**config.mk**
```make
export PLATFORM = sky130hd
export DESIGN_NAME = noise_est_block_reader_flat
export DESIGN_NICKNAME = d
export VERILOG_FILES = /design/src/rtl/noise_est_block_reader_if.sv /design/src/rtl/noise_est_block_reader.sv /design/src/flat_wrapper.sv
export SDC_FILE = /design/constraint.sdc
export NUM_CORES = 1
export LEC_CHECK = 0
export ABC_AREA = 1
export BUFFER_PORTS_ARGS = -buffer_cell sky130_fd_sc_hd__buf_4
export CORE_MARGIN = 5
export CORE_UTILIZATION = 55
export CTS_CLUSTER_SIZE = 10
export DETAILED_ROUTE_END_ITERATION = 10
export GPL_TIMING_DRIVEN = 0
export PLACE_DENSITY = 0.78
export SYNTH_ARGS = -nofsm -noshare
export SYNTH_HDL_FRONTEND = slang
export SYNTH_SLANG_ARGS = --single-unit
```
**constraint.sdc**
```tcl
create_clock -name clk -period 8.7 [get_ports clk]
set_input_delay 0.435 -clock clk [delete_from_list [all_inputs] [get_ports clk]]
set_output_delay 0.435 -clock clk [all_outputs]
set_load 0.05 [all_outputs]
```
**src/rtl/noise_est_block_reader_if.sv**
```systemverilog
// noise_est_block_reader_if: AXI4 read-address and read-data channels between the block reader and memory.
interface noise_est_block_reader_if #(
    parameter int ADDR_WIDTH = 32,
    parameter int DATA_WIDTH = 32
);
    logic [ADDR_WIDTH-1:0] araddr;
    logic [7:0]            arlen;
    logic [2:0]            arsize;
    logic [1:0]            arburst;
    logic                  arvalid;
    logic                  arready;
    logic [DATA_WIDTH-1:0] rdata;
    logic [1:0]            rresp;
    logic                  rvalid;
    logic                  rlast;
    logic                  rready;

    modport master (
        output araddr, arlen, arsize, arburst, arvalid, rready,
        input  arready, rdata, rresp, rvalid, rlast
    );

    modport slave (
        input  araddr, arlen, arsize, arburst, arvalid, rready,
        output arready, rdata, rresp, rvalid, rlast
    );
endinterface

```
**src/rtl/noise_est_block_reader.sv**
```systemverilog
// noise_est_block_reader: fetches a frame block by block (one INCR burst per block row) and streams pixels out.
module noise_est_block_reader #(
    parameter int                    ADDR_WIDTH = 32,
    parameter int                    DATA_WIDTH = 32,
    parameter int                    BLOCK_SIZE = 4,
    parameter logic [ADDR_WIDTH-1:0] BASE_ADDR  = '0
) (
    input  logic                    clk,
    input  logic                    rst_n,
    input  logic [15:0]             frame_height,
    input  logic [15:0]             frame_width,
    input  logic                    frame_ready,
    noise_est_block_reader_if.master axi,
    output logic [DATA_WIDTH-1:0]   pixel_out,
    output logic                    noise_estimation_en,
    output logic                    start_of_frame,
    output logic [ADDR_WIDTH-1:0]   base_addr_out,
    output logic                    frame_done
);
    typedef enum logic [2:0] {IDLE, AR, R, NEXT, DONE} state_t;

    localparam logic [15:0]           BS16 = 16'(BLOCK_SIZE);
    localparam logic [ADDR_WIDTH-1:0] BS_A = ADDR_WIDTH'(BLOCK_SIZE);
    localparam logic [ADDR_WIDTH-1:0] BPB  = ADDR_WIDTH'(DATA_WIDTH / 8);

    state_t                state, state_n;
    logic [15:0]           row, col, line, row_n, col_n, line_n;
    logic [ADDR_WIDTH-1:0] araddr, addr_n;
    logic                  first, beat, last_line, last_col, last_row;

    assign last_line = line == BS16 - 16'd1;
    assign last_col  = col == frame_width / BS16 - 16'd1;
    assign last_row  = row == frame_height / BS16 - 16'd1;
    assign beat      = axi.rvalid && axi.rready;

    assign axi.araddr  = araddr;
    assign axi.arlen   = 8'(BLOCK_SIZE - 1);
    assign axi.arsize  = 3'($clog2(DATA_WIDTH / 8));
    assign axi.arburst = 2'b01;
    assign axi.arvalid = state == AR;
    assign axi.rready  = state == R;
    assign frame_done  = state == DONE;

    always_ff @(posedge clk or negedge rst_n)
        if (!rst_n) state <= IDLE;
        else        state <= state_n;

    always_comb begin
        state_n = state;
        row_n   = row;
        col_n   = col;
        line_n  = line;
        case (state)
            IDLE: if (frame_ready) begin
                state_n = AR;
                row_n   = '0;
                col_n   = '0;
                line_n  = '0;
            end
            AR:   state_n = axi.arready ? R : AR;
            R:    state_n = beat && axi.rlast ? NEXT : R;
            NEXT: begin
                line_n  = last_line ? 16'd0 : line + 16'd1;
                col_n   = last_line ? (last_col ? 16'd0 : col + 16'd1) : col;
                row_n   = last_line && last_col ? row + 16'd1 : row;
                state_n = last_line && last_col && last_row ? DONE : AR;
            end
            DONE: state_n = IDLE;
            default: state_n = IDLE;
        endcase
    end

    // Byte address of the first pixel of the burst about to be issued
    assign addr_n = BASE_ADDR + ((ADDR_WIDTH'(row_n) * BS_A + ADDR_WIDTH'(line_n)) * ADDR_WIDTH'(frame_width)
                    + ADDR_WIDTH'(col_n) * BS_A) * BPB;

    always_ff @(posedge clk or negedge rst_n)
        if (!rst_n) begin
            row                 <= '0;
            col                 <= '0;
            line                <= '0;
            araddr              <= '0;
            base_addr_out       <= '0;
            pixel_out           <= '0;
            noise_estimation_en <= 1'b0;
            start_of_frame      <= 1'b0;
            first               <= 1'b0;
        end else begin
            row                 <= row_n;
            col                 <= col_n;
            line                <= line_n;
            araddr              <= state_n == AR && state != AR ? addr_n : araddr;
            base_addr_out       <= state_n == AR && state != AR && line_n == 16'd0 ? addr_n : base_addr_out;
            pixel_out           <= beat ? axi.rdata : pixel_out;
            noise_estimation_en <= beat;
            start_of_frame      <= beat && first;
            first               <= state == IDLE && frame_ready ? 1'b1 : beat ? 1'b0 : first;
        end
endmodule

```
**src/flat_wrapper.sv**
```systemverilog
// flat-port wrapper written by rule: the top's interface ports become plain ports
module noise_est_block_reader_flat 
#(
    parameter int                    ADDR_WIDTH = 32,
    parameter int                    DATA_WIDTH = 32,
    parameter int                    BLOCK_SIZE = 4,
    parameter logic [ADDR_WIDTH-1:0] BASE_ADDR  = '0
)
  (clk, rst_n, frame_height, frame_width, frame_ready, pixel_out, noise_estimation_en, start_of_frame, base_addr_out, frame_done, axi_araddr, axi_arlen, axi_arsize, axi_arburst, axi_arvalid, axi_rready, axi_arready, axi_rdata, axi_rresp, axi_rvalid, axi_rlast);
  noise_est_block_reader_if #(.ADDR_WIDTH(ADDR_WIDTH), .DATA_WIDTH(DATA_WIDTH)) axi_i ();
  input  logic clk;
  input  logic rst_n;
  input  logic [15:0] frame_height;
  input  logic [15:0] frame_width;
  input  logic frame_ready;
  output logic [DATA_WIDTH-1:0] pixel_out;
  output logic noise_estimation_en;
  output logic start_of_frame;
  output logic [ADDR_WIDTH-1:0] base_addr_out;
  output logic frame_done;
  output wire logic [$bits(axi_i.araddr)-1:0] axi_araddr;
  output wire logic [$bits(axi_i.arlen)-1:0] axi_arlen;
  output wire logic [$bits(axi_i.arsize)-1:0] axi_arsize;
  output wire logic [$bits(axi_i.arburst)-1:0] axi_arburst;
  output wire logic [$bits(axi_i.arvalid)-1:0] axi_arvalid;
  output wire logic [$bits(axi_i.rready)-1:0] axi_rready;
  input wire logic [$bits(axi_i.arready)-1:0] axi_arready;
  input wire logic [$bits(axi_i.rdata)-1:0] axi_rdata;
  input wire logic [$bits(axi_i.rresp)-1:0] axi_rresp;
  input wire logic [$bits(axi_i.rvalid)-1:0] axi_rvalid;
  input wire logic [$bits(axi_i.rlast)-1:0] axi_rlast;
  assign axi_araddr = axi_i.araddr;
  assign axi_arlen = axi_i.arlen;
  assign axi_arsize = axi_i.arsize;
  assign axi_arburst = axi_i.arburst;
  assign axi_arvalid = axi_i.arvalid;
  assign axi_rready = axi_i.rready;
  assign axi_i.arready = axi_arready;
  assign axi_i.rdata = axi_rdata;
  assign axi_i.rresp = axi_rresp;
  assign axi_i.rvalid = axi_rvalid;
  assign axi_i.rlast = axi_rlast;
  noise_est_block_reader #(.ADDR_WIDTH(ADDR_WIDTH), .DATA_WIDTH(DATA_WIDTH), .BLOCK_SIZE(BLOCK_SIZE), .BASE_ADDR(BASE_ADDR)) u_core (.clk(clk), .rst_n(rst_n), .frame_height(frame_height), .frame_width(frame_width), .frame_ready(frame_ready), .axi(axi_i), .pixel_out(pixel_out), .noise_estimation_en(noise_estimation_en), .start_of_frame(start_of_frame), .base_addr_out(base_addr_out), .frame_done(frame_done));
endmodule
```
==> results.json, run 1 <==
{
  "setup_tns_ns": -8.16,
  "grt_util_met3": 0.0602,
  "leakagePower_uw": 0.0115,
  "multiInputGateArea_mm2": 0.0133,
  "reg2reg_setup_slack_ns": -0.58,
  "die_h_um": 191,
  "fp.dieW_um": 191,
  "final_max_slew_viol_count": 0,
  "cpLargestDelayFamily": "adder cells",
  "finalClockSkew_ns": 0.0180,
  "ys_seq_area_frac": 0.203,
  "violations": "negative setup slack",
  "slowest_delay_ns": 0.59,
  "wl_um": 57400,
  "grtUsageMet2": 0.531,
  "htree_levels": 4,
  "postSynthAreaPerCell_um2": 7.87,
  "fin_nets": 2991,
  "critical-path-slowest-cell": "fa_1",
  "ioPinCount": 186,
  "dr.pass1.iters": 7,
  "cts.sink_count": 146,
  "avgViaCountPerCell": 5.50,
  "cts_buffer_depth": 2,
  "drtIter0Drc": 1141,
  "drtAntennaViolNets": 0,
  "outcome": "complete, but fails checks",
  "insertion_delay_ns": 0.46,
  "tightestPinTransition_ns": 0.919,
  "dieArea_mm2": 0.0364,
  "rows": 66,
  "initial_core_util": 0.555,
  "crit_buf_inv": 8,
  "grt_overflow": 0,
  "clk_pin_slew_ns": 0.08,
  "worstPathRequired_ns": 9.10,
  "path_max_fanout": 5,
  "netlist_area_mm2": 0.0180,
  "arrival_ns": 9.68,
  "drive_above_1_share": 0.229,
  "fmax_mhz": 108,
  "cts_tree": "done",
  "hold_path_class": "in -> reg",
  "core_area_mm2": 0.0324,
  "criticalPathCategory": "reg -> reg",
  "vias": 16700,
  "peakVddDrop_uv": 157,
  "antennaDiodeCount": 0,
  "seqCellArea_mm2": 0.00365,
  "antenna_found_initial": 0,
  "hold_ws_ns": 0.174,
  "hold_viol_final": 0,
  "use_met1": 0.387,
  "timing.final.ws_setup_ns": -0.577,
  "grt_pass1_wl_um": 89200,
  "ys_types": 56,
  "place_hpwl_um": 43400,
  "port_buffers": 157,
  "busiest_layer": "met2",
  "drv_cap": 0,
  "root_buffer": "clkbuf_16",
  "timing.slew.headroom": 0.381,
  "setup.worst_path.end_class": "flip-flop",
  "place_congestion": 0.971,
  "powerDensity_mw_per_mm2": 164,
  "first_global_vias": 17200,
  "ys.warnings.count": 0,
  "finalCriticalPeriod_ns": 9.28,
  "finalSetupViolCount": 28,
  "cts_buffers": 17,
  "grtUsageTotal": 0.314,
  "synth_area_leaders": "fa_1, dfrtp_1, nand2_1",
  "wl_per_cell_um": 19.0,
  "areaGrowthSynthToFinish_pct": 25.1,
  "synth_seq_cells": 146,
  "grt_setup_unrepaired": "true",
  "synth_area_leader_cell": "fa_1",
  "fillers": 2557,
  "start_kind": "flip-flop",
  "post-route-period-util": 1.07,
  "grt_max_degree": 102,
  "synth_top_area_frac": 0.273,
  "synthCells": 2281,
  "drc": 0
}
worst paths after layout:
path | depth (start not counted) | end | from
max in group asynchronous | 3 | u_core.axi.araddr[17]$_DFFE_PN0P_ | rst_n
min | 3 | u_core.pixel_out[19]$_DFFE_PN0P_ | axi_rdata[19]
min in group asynchronous | 2 | u_core.row[3]$_DFF_PN0_ | rst_n
max reg2reg | 46 | u_core.base_addr_out[30]$_DFFE_PN0P_ | u_core.line[0]$_DFF_PN0_
max | 46 | u_core.base_addr_out[30]$_DFFE_PN0P_ | u_core.line[0]$_DFF_PN0_
min reg2reg | 2 | u_core.base_addr_out[15]$_DFFE_PN0P_ | u_core.base_addr_out[15]$_DFFE_PN0P_
sequential cells by signal, summed over array words and instances, names as in the netlist:
register and cells:
u_core.col 16, u_core.axi.araddr 30, u_core.row 16, u_core.pixel_out 32
u_core.base_addr_out 30, u_core.state 3, u_core.first 1, u_core.start_of_frame 1
u_core.noise_estimation_en 1, u_core.line 16
repair_timing:
| item | 4_1_cts | 5_1_grt |
|---|---|---|
| hold buffers | 1 | 0 |
| pin swaps | 79 | 81 |
| endpoints found under the hold margin | 45 | 0 |
| setup buffers | 77 | 27 |
| resized for setup | 185 | 102 |
| endpoints found under the setup margin | 40 | 38 |
| cloned | 0 | 0 |
per-stage QoR:
| stage | setup slack, ns | utilization | power [uW] | cell area, um2 | std cells |
|---|---|---|---|---|---|
| floorplan | 0.00460 | - | 2160 | 18100 | 2296 |
| global placement | -2.42 | 0.612 | 2710 | 19800 | 2895 |
| detailed placement | -2.62 | 0.613 | 2750 | 19800 | 2896 |
| CTS | -0.448 | 0.675 | 3600 | 21900 | 3003 |
| global route | -0.942 | 0.694 | 3890 | 22500 | 3028 |
| finish | -0.577 | 0.694 | 3680 | 22500 | 3028 |
worst min-delay path, delay by kind of cell:
kind / cells / cell delay, ns
buf+inv: 1 / 0.08
simple gates: 2 / 0.08
where the power goes:
part | switching, uW | leakage (uW) | total [uW] | internal [uW]
registers | 77.4 | 0.00196 | 894 | 816
logic | 1400 | 0.00923 | 2020 | 620
clock network | 358 | 0.000282 | 766 | 408
total | 1840 | 0.0115 | 3680 | 1840
cells in the mapped netlist (all sizes together):
| master | instances |
|---|---|
| nor3b | 3 |
| o21ai | 91 |
| inv | 458 |
| xnor2 | 20 |
| conb | 2 |
| a21oi | 48 |
| clkbuf | 40 |
| fa | 245 |
| o2111ai | 5 |
| a21o | 5 |
| nand2 | 610 |
| nand3b | 7 |
| nand3 | 64 |
| clkinv | 11 |
| o221ai | 2 |
| o211ai | 5 |
| a22oi | 2 |
| nor4 | 13 |
| ha | 101 |
| buf | 40 |
| nor3 | 30 |
| xor2 | 57 |
| o22ai | 8 |
| and2 | 1 |
| o21a | 2 |
| o21bai | 3 |
| a211oi | 2 |
| xnor3 | 1 |
| nor2 | 203 |
| o31ai | 4 |
| dfrtp | 146 |
| nand4 | 33 |
| a31oi | 9 |
| mux2i | 5 |
| or2 | 5 |
logic make-up (layout without fill, tap and decap cells):
| kind of cell | count (synthesis) | after routing | share of synthesized area |
|---|---|---|---|
| simple gates | 969 | 969 | 0.230 |
| buf+inv | 549 | 839 | 0.122 |
| fa+ha+maj | 346 | 346 | 0.343 |
| compound gates | 186 | 186 | 0.0584 |
| flops | 146 | 146 | 0.203 |
| xor+xnor | 78 | 78 | 0.0392 |
| mux | 5 | 5 | 0.00279 |
| other cells | 2 | 17 | 0.000418 |
layout by cell type (no fill, tap or decap), types with 10 or more instances in the layout:
cell       netlist  final
nor2_2           6     18
fa_1           245    239
nand3_2          2     14
buf_6            4     16
ha_1           101     75
o21ai_2          1     11
nand2_1        598    574
xor2_1          56     47
clkbuf_1        40     30
inv_1          445    420
nand4_1         31     31
dfrtp_1        146    145
nor3_1          25     14
a21oi_1         47     29
nand2_4          3     11
o21ai_1         13     21
ha_4             0     22
nor2_1         191    175
inv_2           12     29
buf_2            9     10
conb_1           2     17
buf_4           25    272
clkbuf_16        0     18
nand3_1         61     47
xnor2_1         20     16
a21oi_2          1     17
nand2_2          9     24
o21ai_0         77     56
metal layers:
| layer | part of all wire | wire length (um) |
|---|---|---|
| met5 | 0 | 0 |
| met4 | 0.060 | 3460 |
| met3 | 0.084 | 4840 |
| met2 | 0.48 | 27700 |
| met1 | 0.37 | 21400 |
final cells by class:
| class | instances | area share |
|---|---|---|
| Tap cell | 442 | 0.0246 |
| Sequential cell | 146 | 0.163 |
| Clock inverter | 15 | 0.00740 |
| Buffer | 75 | 0.0202 |
| Clock buffer | 17 | 0.0189 |
| Multi-Input combinational cell | 1601 | 0.592 |
| Timing Repair Buffer | 263 | 0.0920 |
| Inverter | 469 | 0.0820 |
Power figures use the tool's default switching activity.
==> run 2, diff against run 1 <==
CORE_MARGIN = default   (was 5)
SKIP_CTS_REPAIR_TIMING = 1   (was default)
==> results.json, run 2 (synthesis results as in run 1) <==
{
  "drive_above_1_share": 0.207,
  "top_register": "u_core.pixel_out",
  "drv_cap": 0,
  "leakagePower_uw": 0.0113,
  "final_common_cell": "nand2_1",
  "dieArea_mm2": 0.0334,
  "grt_pass1_wl_um": 83600,
  "cts.sink_count": 146,
  "rows": 65,
  "port_buffers": 157,
  "powerDensity_mw_per_mm2": 164,
  "hold_path_class": "in -> async",
  "grt_setup_unrepaired": "true",
  "root_buffer": "clkbuf_16",
  "drc": 0,
  "arrival_ns": 9.81,
  "avgViaCountPerCell": 5.52,
  "finalSetupViolCount": 28,
  "finalClockSkew_ns": 0.0235,
  "hold_viol_final": 9,
  "peakVddDrop_uv": 161,
  "slowest_delay_ns": 0.51,
  "place_congestion": 1.02,
  "fin_nets": 2972,
  "die_h_um": 183,
  "critical-path-slowest-cell": "fa_1",
  "path_max_fanout": 7,
  "start_kind": "flip-flop",
  "fillers": 2576,
  "timing.final.ws_setup_ns": -0.724,
  "drtAntennaViolNets": 0,
  "initial_core_util": 0.563,
  "areaGrowthSynthToFinish_pct": 22.1,
  "worstPathRequired_ns": 9.09,
  "power_uw": 3600,
  "vias": 16600,
  "grtUsageTotal": 0.327,
  "ioPinCount": 186,
  "insertion_delay_ns": 0.45,
  "final_max_slew_viol_count": 0,
  "largest_reg_flops": 32,
  "place_hpwl_um": 41900,
  "fmax_mhz": 106,
  "grt_max_degree": 87,
  "cts_buffers": 17,
  "cts_buffer_depth": 2,
  "dr.pass1.iters": 6,
  "grt_overflow": 0,
  "setup.worst_path.end_class": "flip-flop",
  "first_global_vias": 16200,
  "fp.dieW_um": 183,
  "antenna_found_initial": 0,
  "finalCriticalPeriod_ns": 9.42,
  "antennaDiodeCount": 0,
  "outcome": "complete, but fails checks",
  "tightestPinTransition_ns": 0.873,
  "post-route-period-util": 1.08,
  "timing.slew.headroom": 0.412,
  "cts_tree": "done",
  "final_cell_mix": "nand2_1, inv_1, buf_4",
  "criticalPathCategory": "reg -> reg",
  "htree_levels": 4,
  "drtIter0Drc": 1427,
  "wl_per_cell_um": 18.2,
  "clk_pin_slew_ns": 0.07,
  "core_area_mm2": 0.0319,
  "top_regs": "u_core.pixel_out: 32 flops, u_core.axi.araddr: 30 flops, u_core.base_addr_out: 30 flops",
  "hold_ws_ns": -0.0199,
  "violations": "negative hold slack, negative setup slack",
  "wl_um": 54700
}
run 2: changes by cell type in the layout (fill, tap and decap cells not counted), moves of 6 or more:
cell        change
nor2_1          +6
clkinv_4        -7
buf_4          -10
clkinvlp_4      +7
ha_4            -6
inv_1           +7
buf_6           -9
o21ai_0         +6
inv_2           -8
run 2: area by class of cell:
| class | count | area, um2 | share of cell area |
|---|---|---|---|
| buffer | 76 | 442 | 0.0201 |
| clock buffer | 17 | 425 | 0.0194 |
| clock inverter | 15 | 161 | 0.00736 |
| inverter | 469 | 1840 | 0.0839 |
| multi-input combinational | 1601 | 13000 | 0.593 |
| sequential | 146 | 3660 | 0.167 |
| tap | 435 | 544 | 0.0248 |
| timing repair buffer | 242 | 1860 | 0.0847 |
| timing repair inverter | 1 | 5.00 | 0.000228 |
run 2: critical path: cells and delay by family, from the launching register on:
kind / cells / cell delay (ns)
XOR/XNOR: 3 / 0.69
buffers and inverters: 11 / 1.16
AO/OA/AOI/OAI: 6 / 0.78
flip-flops: 1 / 0.45
AND/OR/NAND/NOR: 22 / 2.77
adder cells (fa/ha/maj): 8 / 3.49
run 2: metrics by stage:
stage,area (um2),worst slack (ns),instances,TNS (ns),util
6_report,21900,-0.724,3002,-8.50,0.688
5_1_grt,21900,-1.08,3002,-17.69,0.688
4_1_cts,20400,-2.26,2921,-59.93,0.641
3_5_place_dp,19800,-2.41,2889,-64.90,0.622
3_3_place_gp,19800,-2.33,2888,-62.31,0.621
2_1_floorplan,18100,0.00460,2296,0,-
run 2: per-layer routing:
layer | share of wire | global-route usage
met1 | 0.38 | 0.428
met2 | 0.48 | 0.538
met5 | 0 | 0
met4 | 0.050 | 0.156
met3 | 0.089 | 0.0425
run 2: path summary, 6_finish.rpt:
check | end | startpoint | slack, ns | cells past startpoint
max | u_core.axi.araddr[30]$_DFFE_PN0P_ | u_core.col[6]$_DFF_PN0_ | -0.72 | 50
min | u_core.line[14]$_DFF_PN0_ | rst_n | -0.02 | 1
max reg2reg | u_core.axi.araddr[30]$_DFFE_PN0P_ | u_core.col[6]$_DFF_PN0_ | -0.72 | 50
min reg2reg | u_core.base_addr_out[2]$_DFFE_PN0P_ | u_core.base_addr_out[2]$_DFFE_PN0P_ | 0.47 | 2
max in group asynchronous | u_core.base_addr_out[2]$_DFFE_PN0P_ | rst_n | 7.85 | 2
min in group clk | u_core.pixel_out[18]$_DFFE_PN0P_ | axi_rdata[18] | 0.19 | 3
run 2: power by group:
group          internal, uW  switching (uW)
sequential              817            79.0
clock                   407             344
combinational           590            1360
==> run 3, diff against run 2 <==
--- a/config.mk
+++ b/config.mk
@@ -8,4 +8,5 @@
 export ABC_AREA = 1
 export BUFFER_PORTS_ARGS = -buffer_cell sky130_fd_sc_hd__buf_4
+export CORE_ASPECT_RATIO = 2
 export CORE_UTILIZATION = 55
 export CTS_CLUSTER_SIZE = 10
==> constraint.sdc (replaced) <==
create_clock -name clk -period 8.7 [get_ports clk]
set_input_delay 0.435 -clock clk [delete_from_list [all_inputs] [get_ports clk]]
set_output_delay 0.435 -clock clk [all_outputs]
set_load 0.01 [all_outputs]
==> results.json, run 3 (synthesis results as in run 1) <==
{
  "hold_ws_ns": 0.151,
  "cts.sink_count": 146,
  "violations": "negative setup slack",
  "critical-path-slowest-cell": "fa_1",
  "antennaDiodeCount": 0,
  "finalClockSkew_ns": 0.0212,
  "antenna_found_initial": 2,
  "timing.final.ws_setup_ns": -0.615,
  "drc": 0,
  "rows": 93,
  "initial_core_util": 0.559,
  "arrival_ns": 9.73,
  "timing.rr.start": "u_core.line[1]$_DFF_PN0_",
  "grt_max_degree": 93,
  "r2r.worst_path.cells": 45,
  "drive_above_1_share": 0.209,
  "hold_viol_final": 0,
  "powerDensity_mw_per_mm2": 153,
  "timing.slew.headroom": 0.171,
  "first_global_vias": 17100,
  "finalSetupViolCount": 26,
  "root_buffer": "clkbuf_16",
  "grt_pass1_wl_um": 94100,
  "grt_overflow": 0,
  "top_regs": "u_core.pixel_out: 32 flops, u_core.axi.araddr: 30 flops, u_core.base_addr_out: 30 flops",
  "avgViaCountPerCell": 5.63,
  "largest_reg_flops": 32,
  "drtAntennaViolNets": 0,
  "insertion_delay_ns": 0.48,
  "place_ws_ns": -2.62,
  "cts_buffers": 17,
  "leakagePower_uw": 0.0113,
  "wl_per_cell_um": 21.6,
  "ioPinCount": 186,
  "final_cell_mix": "nand2_1, inv_1, buf_4",
  "port_buffers": 157,
  "peakVddDrop_uv": 220,
  "htree_levels": 4,
  "multiInputGateArea_mm2": 0.0130,
  "final_area_mm2": 0.0220,
  "path_max_fanout": 10,
  "setup.worst_path.end_class": "flip-flop",
  "areaGrowthSynthToFinish_pct": 22.2,
  "outcome": "complete, but fails checks",
  "fmax_mhz": 107,
  "cpLargestDelayFamily": "adder cells",
  "crit_cells": 48,
  "hold_path_class": "in -> reg",
  "criticalPathCategory": "in -> reg",
  "hp-start": "axi_rdata[27]",
  "worstHoldPathCells": 3,
  "post-route-period-util": 1.07,
  "worstPathRequired_ns": 9.11,
  "final_common_cell": "nand2_1",
  "die_h_um": 258,
  "finalCriticalPeriod_ns": 9.31,
  "drv_cap": 0,
  "seqCellArea_mm2": 0.00366,
  "place_congestion": 1.01,
  "cts_buffer_depth": 2,
  "clk_pin_slew_ns": 0.07,
  "startpoint": "frame_width[3]",
  "fillers": 2680,
  "tightestPinTransition_ns": 1.23,
  "start_kind": "primary input",
  "fin_nets": 2961,
  "grtUsageTotal": 0.393,
  "wl_um": 64400,
  "place_hpwl_um": 50100,
  "cts_tree": "done",
  "vias": 16800,
  "r2r_end": "u_core.axi.araddr[29]$_DFFE_PN0P_",
  "final_max_slew_viol_count": 0,
  "dieArea_mm2": 0.0334,
  "top_register": "u_core.pixel_out",
  "dr.pass1.iters": 6,
  "grt_setup_unrepaired": "true",
  "reg2reg_setup_slack_ns": -0.61,
  "crit_buf_inv": 11,
  "slowest_delay_ns": 0.55,
  "drtIter0Drc": 1088,
  "worstSetupEndpoint": "u_core.axi.araddr[29]$_DFFE_PN0P_",
  "fp.dieW_um": 130,
  "placed_area_mm2": 0.0198,
  "core_area_mm2": 0.0321
}
[run 3: changes by cell type in the layout (fill, tap and decap cells not counted), moves of 4 or more]
cell	previous run	this run
inv_1	427	414
inv_2	21	31
ha_4	16	11
ha_1	79	83
inv_6	8	4
o21ai_0	62	52
buf_6	7	11
o21ai_1	20	28
buf_4	262	244
[run 3: per-stage QoR]
stage	util	cells	total power, uW	TNS [ns]
2_1_floorplan	-	2296	1770	0
3_3_place_gp	0.616	2880	2370	-79.37
3_5_place_dp	0.617	2881	2410	-83.43
4_1_cts	0.636	2913	3210	-73.63
5_1_grt	0.684	2983	3550	-24.08
6_report	0.684	2983	3360	-9.85
[run 3: metal layers]
layer  up-vias  track usage  part of all wire
met5         -            0           0.00034
met3       404       0.0970             0.076
met2       890        0.682              0.52
met4         4        0.421              0.12
li1       7401            -                 -
met1      8095        0.344              0.28
[run 3: where the power goes]
| group | leakage (uW) | switching, uW | total [uW] | internal [uW] |
|---|---|---|---|---|
| sequential | 0.00196 | 85.1 | 902 | 817 |
| combinational | 0.00905 | 1070 | 1670 | 599 |
| clock | 0.000291 | 372 | 789 | 416 |
[run 3: worst min path at each step]
stage,endpoint
floorplan,u_core.axi.araddr[10]$_DFFE_PN0P_
global route,u_core.pixel_out[27]$_DFFE_PN0P_
CTS,u_core.row[4]$_DFF_PN0_
detailed placement,u_core.pixel_out[20]$_DFFE_PN0P_
global placement,u_core.base_addr_out[2]$_DFFE_PN0P_
finish,u_core.pixel_out[27]$_DFFE_PN0P_
[run 3: final cells by class]
| type | instances | area share |
|---|---|---|
| repair inverters | 1 | 0.000399 |
| plain buffers | 77 | 0.0205 |
| multi-input cells | 1601 | 0.594 |
| repair buffers | 230 | 0.0820 |
| well taps | 427 | 0.0243 |
| clock inverters | 14 | 0.00758 |
| clock buffers | 18 | 0.0200 |
| flip-flops and latches | 146 | 0.167 |
| inverters | 469 | 0.0845 |
[run 3: worst register-to-register path, delay by kind of cell, from the launching register on]
kind,cells,cell delay [ns]
flops,1,0.42
mux,1,0.39
buf+inv,9,0.75
fa+ha+maj,9,3.87
xor+xnor,1,0.21
simple gates,15,2.03
compound gates,10,1.58
